`src/rtl/hermes_pkt_tx.sv`:
```
// hermes_pkt_tx: packet transmitter for the Hermes NoC LOCAL port.
// Sends a header flit (destination), a size flit (payload length) and then
// the payload flits from an internal FIFO, using credit-based flow control.
// Optional statistics counters are enabled by defining HERMES_TX_STATS_EN.
module hermes_pkt_tx #(
    parameter int FLIT_WIDTH = 32,
    parameter int FIFO_DEPTH = 16
) (
    input  logic                    clock,
    input  logic                    reset,
    input  logic                    wr_en,
    input  logic [FLIT_WIDTH-1:0]   wr_data,
    output logic                    full,
    input  logic                    send,
    input  logic [FLIT_WIDTH/2-1:0] dest,
    input  logic [15:0]             len,
    output logic                    busy,
    output logic                    done,
    output logic [FLIT_WIDTH-1:0]   data_o,
    output logic                    tx,
    input  logic                    credit_i,
    output logic                    clock_tx
`ifdef HERMES_TX_STATS_EN
    ,
    output logic [31:0]             pkt_count,
    output logic [31:0]             flit_count
`endif
);

    localparam int AW = (FIFO_DEPTH > 1) ? $clog2(FIFO_DEPTH) : 1;
    localparam logic [AW:0] FULL_COUNT = (AW+1)'(FIFO_DEPTH);

    localparam logic [2:0] S_IDLE    = 3'd0;
    localparam logic [2:0] S_HEADER  = 3'd1;
    localparam logic [2:0] S_SIZE    = 3'd2;
    localparam logic [2:0] S_PAYLOAD = 3'd3;
    localparam logic [2:0] S_DONE    = 3'd4;

    logic [2:0]              state;
    logic [FLIT_WIDTH/2-1:0] dest_q;
    logic [15:0]             len_q;
    logic [15:0]             remaining;

    logic [FLIT_WIDTH-1:0]   fifo_mem [FIFO_DEPTH];
    logic [AW-1:0]           wr_ptr;
    logic [AW-1:0]           rd_ptr;
    logic [AW:0]             fifo_count;
    logic                    fifo_empty;
    logic                    xfer;
    logic                    push;
    logic                    pop;

    assign clock_tx   = clock;
    assign fifo_empty = (fifo_count == '0);
    assign full       = (fifo_count == FULL_COUNT);
    assign busy       = (state != S_IDLE);
    assign done       = (state == S_DONE);
    assign xfer       = tx && credit_i;
    assign pop        = (state == S_PAYLOAD) && xfer;
    // A full FIFO still accepts a write when the same edge frees a slot.
    assign push       = wr_en && (!full || pop);

    // Output flit selection: header, size, or FIFO head depending on state.
    always_comb begin
        data_o = '0;
        tx     = 1'b0;
        case (state)
            S_HEADER: begin
                data_o = FLIT_WIDTH'(dest_q);
                tx     = 1'b1;
            end
            S_SIZE: begin
                data_o = FLIT_WIDTH'(len_q);
                tx     = 1'b1;
            end
            S_PAYLOAD: begin
                if (!fifo_empty) begin
                    data_o = fifo_mem[rd_ptr];
                    tx     = 1'b1;
                end
            end
            default: begin
                data_o = '0;
                tx     = 1'b0;
            end
        endcase
    end

    // Payload storage; contents need no reset because occupancy gates reads.
    always_ff @(posedge clock) begin
        if (push) begin
            fifo_mem[wr_ptr] <= wr_data;
        end
    end

    // FIFO pointers and occupancy; pointers wrap naturally at FIFO_DEPTH.
    always_ff @(posedge clock) begin
        if (reset) begin
            wr_ptr     <= '0;
            rd_ptr     <= '0;
            fifo_count <= '0;
        end else begin
            if (push) begin
                wr_ptr <= wr_ptr + 1'b1;
            end
            if (pop) begin
                rd_ptr <= rd_ptr + 1'b1;
            end
            if (push && !pop) begin
                fifo_count <= fifo_count + 1'b1;
            end else if (pop && !push) begin
                fifo_count <= fifo_count - 1'b1;
            end
        end
    end

    // Packet FSM: every advance waits for a flit transfer (tx && credit_i).
    always_ff @(posedge clock) begin
        if (reset) begin
            state     <= S_IDLE;
            dest_q    <= '0;
            len_q     <= '0;
            remaining <= '0;
        end else begin
            case (state)
                S_IDLE: begin
                    if (send) begin
                        dest_q <= dest;
                        len_q  <= len;
                        state  <= S_HEADER;
                    end
                end
                S_HEADER: begin
                    if (xfer) begin
                        state <= S_SIZE;
                    end
                end
                S_SIZE: begin
                    if (xfer) begin
                        remaining <= len_q;
                        state     <= (len_q != 16'd0) ? S_PAYLOAD : S_DONE;
                    end
                end
                S_PAYLOAD: begin
                    if (pop) begin
                        remaining <= remaining - 16'd1;
                        if (remaining == 16'd1) begin
                            state <= S_DONE;
                        end
                    end
                end
                S_DONE: begin
                    state <= S_IDLE;
                end
                default: begin
                    state <= S_IDLE;
                end
            endcase
        end
    end

`ifdef HERMES_TX_STATS_EN
    // Packet and flit statistics, free-running and wrapping at 2^32.
    always_ff @(posedge clock) begin
        if (reset) begin
            pkt_count  <= '0;
            flit_count <= '0;
        end else begin
            if (done) begin
                pkt_count <= pkt_count + 32'd1;
            end
            if (xfer) begin
                flit_count <= flit_count + 32'd1;
            end
        end
    end
`endif

endmodule

```
`config.mk`:
```
export PLATFORM = sky130hd
export DESIGN_NAME = hermes_pkt_tx
export DESIGN_NICKNAME = d
export VERILOG_FILES = /design/src/rtl/hermes_pkt_tx.sv
export SDC_FILE = /design/constraint.sdc
export NUM_CORES = 1
export LEC_CHECK = 0
export ABC_AREA = 1
export CAP_MARGIN = 20
export CELL_PAD_IN_SITES_DETAIL_PLACEMENT = 0
export CELL_PAD_IN_SITES_GLOBAL_PLACEMENT = 1
export CORE_MARGIN = 4
export CORE_UTILIZATION = 44
export DETAILED_ROUTE_END_ITERATION = 7
export PLACE_DENSITY = 0.71
export SLEW_MARGIN = 15
export SYNTH_ARGS = -nofsm -noshare
export SYNTH_HDL_FRONTEND = slang
export SYNTH_SLANG_ARGS = --single-unit
```
`constraint.sdc`:
```
create_clock -name clock -period 2.74 [get_ports clock]
set_clock_uncertainty 0.05 [all_clocks]
set_input_delay 0.548 -clock clock [delete_from_list [all_inputs] [get_ports clock]]
set_output_delay 0.548 -clock clock [all_outputs]
set_load 0.05 [all_outputs]
```
==> results.json <==
{
  "diodes": 0,
  "layout-area-overhead-vs-synth_pct": 27.9,
  "yosys.area.top_type_share": 0.638,
  "postCtsHoldBufs": 0,
  "io_buffers": 105,
  "path_clk_slew_ps": 60,
  "crit_buf_inv": 5,
  "p_int_mw": 16.7,
  "relSlewSlack": 0.412,
  "crit_family": "buffers and inverters",
  "cellLeakagePower_nw": 10.9,
  "synth_largest_area_cell": "edfxtp_1",
  "synthTopCellsByArea": "edfxtp_1, nor2_1, dfxtp_1",
  "ys.warnings.count": 0,
  "pwr_density_cell_mw_per_mm2": 751,
  "wl_met3_mm": 4.70,
  "num_vias": 17000,
  "total_power_mw": 23.2,
  "start_kind": "flip-flop",
  "grt_max_degree": 65,
  "grt_overflow_total": 0,
  "avgSynthCellArea_um2": 11.2,
  "dpl.hpwl_mm": 37.9,
  "clkLatencyLatePin_ps": 720,
  "cts_tree": "done",
  "drtAntennaViolNets": 0,
  "antenna_found_initial": 2,
  "grt_pass1_vias": 16400,
  "critical_path_class": "reg2out",
  "maxCapViolations": 0,
  "drcViolationCount": 0,
  "globalplace.congestion": 0.842,
  "worst_slack_ps": -374,
  "fin_crit_ps": 3110,
  "tightest_slew_ps": 880,
  "dieArea_mm2": 0.0586,
  "cp_max_fo": 7,
  "critPathArrivalTime_ps": 2520,
  "nFillCells": 4374,
  "top_layer": "met5",
  "setup_viol": 32,
  "fmax_mhz": 321,
  "cp_cell_sequence": "buf_12 -> clkinv_16 -> buf_12 -> buf_6 -> nor2_2 -> nor2_1 -> o21ai_1 -> nand3_1 -> nand3_2 -> nand2_2 -> nand2_2 -> nand2_4 -> buf_12",
  "rsz0062_at_grt": "yes",
  "synthDistinctLibCells": 36,
  "hold_viol_final": 0,
  "wl_met1_mm": 30.4,
  "die_x_um": 242,
  "swShare": 0.277,
  "min_path_type": "reg2reg",
  "cp_data_required_time_ps": 2140,
  "synthCells": 2145,
  "die_h_um": 242,
  "via_per_inst": 5.51,
  "drive_gt1_frac": 0.197,
  "synth_seq_cells": 580,
  "post-route-period-util": 1.14,
  "p_comb_frac": 0.194,
  "final_max_slew_viol_count": 0,
  "pwr-share-clk": 0.366,
  "worst_path_max_delay_cell": "dfxtp_4",
  "slowest_delay_ps": 380,
  "row_count": 85,
  "violations": "negative setup slack",
  "wl_met2_mm": 32.7,
  "grt_pass1_wl_mm": 98.9,
  "routed_wl_mm": 68.9,
  "power_frac_seq": 0.440,
  "core_mm2": 0.0540,
  "switching_power_mw": 6.42,
  "final_cells": 3080,
  "synth_seq_area_share": 0.694,
  "endpoint_kind": "primary output",
  "grt.total_usage": 0.218,
  "io_pins": 106,
  "routedWlPerCell_um": 22.4,
  "synth_area_mm2": 0.0241,
  "drt_iter0_markers": 1579,
  "dp.cells": 2913,
  "firstDrtPassIters": 5,
  "nets": 2416,
  "ir_drop_mv": 0.773,
  "status": "finished with violations",
  "start_util": 0.446,
  "critPathMostFrequentCell": "buf_12",
  "syn_nets": 2226
}
-- synth_stat cells, drive strengths merged --
cell    instances
o22ai          54
xnor2           2
nand4           7
nand2         248
o21a            2
nand3         108
nor3            3
clkbuf         40
edfxtp        512
nand3b          4
buf            87
nor2          443
o211ai         44
a21oi          69
o21ai         318
ha             11
clkinv          1
or2             1
fa              1
dfxtp          68
inv           110
o21bai          1
xor2           11
-- sequential cells by signal, summed over array words and instances (netlist names), named ones only --
| name | flops |
|---|---|
| len_q | 16 |
| dest_q | 16 |
| remaining | 16 |
| rd_ptr | 4 |
| wr_ptr | 4 |
| fifo_mem | 512 |
| state | 3 |
| fifo_count | 5 |
-- layout by cell type (no fill, tap or decap), types with 8 or more instances in the layout --
cell type        instances
buf_12                  71
edfxtp_1               512
nor2_2                  34
nor2_4                  35
nand3_1                 75
bufinv_16                8
nand3_2                 32
o21ai_1                115
clkbuf_16               81
inv_1                  100
dfxtp_1                 63
o22ai_1                 53
o21ai_0                197
clkinv_2                12
xor2_1                  11
o211ai_1                44
buf_8                   11
buf_6                   15
clkinv_1                12
nand2_4                 10
nor2_1                 374
clkbuf_1                11
nand2_1                179
ha_1                    11
buf_16                  15
a21oi_1                 68
clkdlybuf4s50_1         68
buf_4                   47
nand2_2                 59
-- power by group through the flow --
| stage | clock [mW] | combinational (mW) | sequential [mW] |
|---|---|---|---|
| after global placement | 0.0842 | 3.95 | 10.4 |
| after CTS | 8.59 | 4.20 | 10.2 |
| after floorplan | 0.0787 | 2.41 | 10.3 |
| final | 8.48 | 4.49 | 10.2 |
| after detailed placement | 0.0842 | 3.97 | 10.4 |
| after global routing | 9.03 | 4.87 | 10.2 |
-- metrics by stage --
stage | setup slack, ps | util | hold slack (ps) | TNS (ps) | cell area, um2
after floorplan | -192 | - | 380 | -98290 | 24100
after global placement | -59.8 | 0.499 | 393 | -81.4 | 26900
after detailed placement | -50.7 | 0.499 | 398 | -50.7 | 26900
after CTS | -412 | 0.549 | 377 | -11270 | 29700
after global routing | -488 | 0.571 | 427 | -13370 | 30800
final | -374 | 0.571 | 403 | -9820 | 30800
-- worst min-delay path, cell delays in order, from the launching register on --
cell     delay (ps)
dfxtp_1         300
inv_1            60
a21oi_1          50
-- timing repair --
item	CTS	global route
endpoints found under the setup margin	37	33
cloned	8	23
pin swaps	6	70
buffers inserted	10	15
resized for setup	119	194
-- routing by layer --
metal | up-vias | GRT usage
met5 | - | 0
met4 | 2 | 0.0511
met3 | 81 | 0.0417
met2 | 560 | 0.351
met1 | 8396 | 0.310
li1 | 7936 | -
-- path summary, 6_finish.rpt --
kind	from	end	slack [ps]	cells past startpoint
worst min-delay path	dest_q[14]	dest_q[14]	400	2
worst max register to register	fifo_count[2]	fifo_count[4]	360	13
worst max-delay path	flip-flop	data_o[12]	-370	13
worst min register to register	dest_q[14]	dest_q[14]	400	2
-- logic make-up (layout without fill, tap and decap cells) --
family | after synthesis | count (layout) | share of synthesized area
buffers and inverters | 238 | 477 | 0.0499
flip-flops | 580 | 580 | 0.694
AND/OR/NAND/NOR | 814 | 814 | 0.136
AO/OA/AOI/OAI | 488 | 488 | 0.109
adder cells (fa/ha/maj) | 12 | 12 | 0.00654
XOR/XNOR | 13 | 13 | 0.00472
-- layout make-up --
| type | count | area, um2 | share of cell area |
|---|---|---|---|
| multi-input cells | 1327 | 6920 | 0.225 |
| clock inverters | 37 | 392 | 0.0127 |
| flip-flops and latches | 580 | 16700 | 0.543 |
| clock buffers | 77 | 1670 | 0.0540 |
| inverters | 111 | 459 | 0.0149 |
| well taps | 696 | 871 | 0.0282 |
| repair buffers | 250 | 3750 | 0.122 |
| repair inverters | 2 | 27.5 | 0.000893 |
Power figures use the tool's default switching activity.
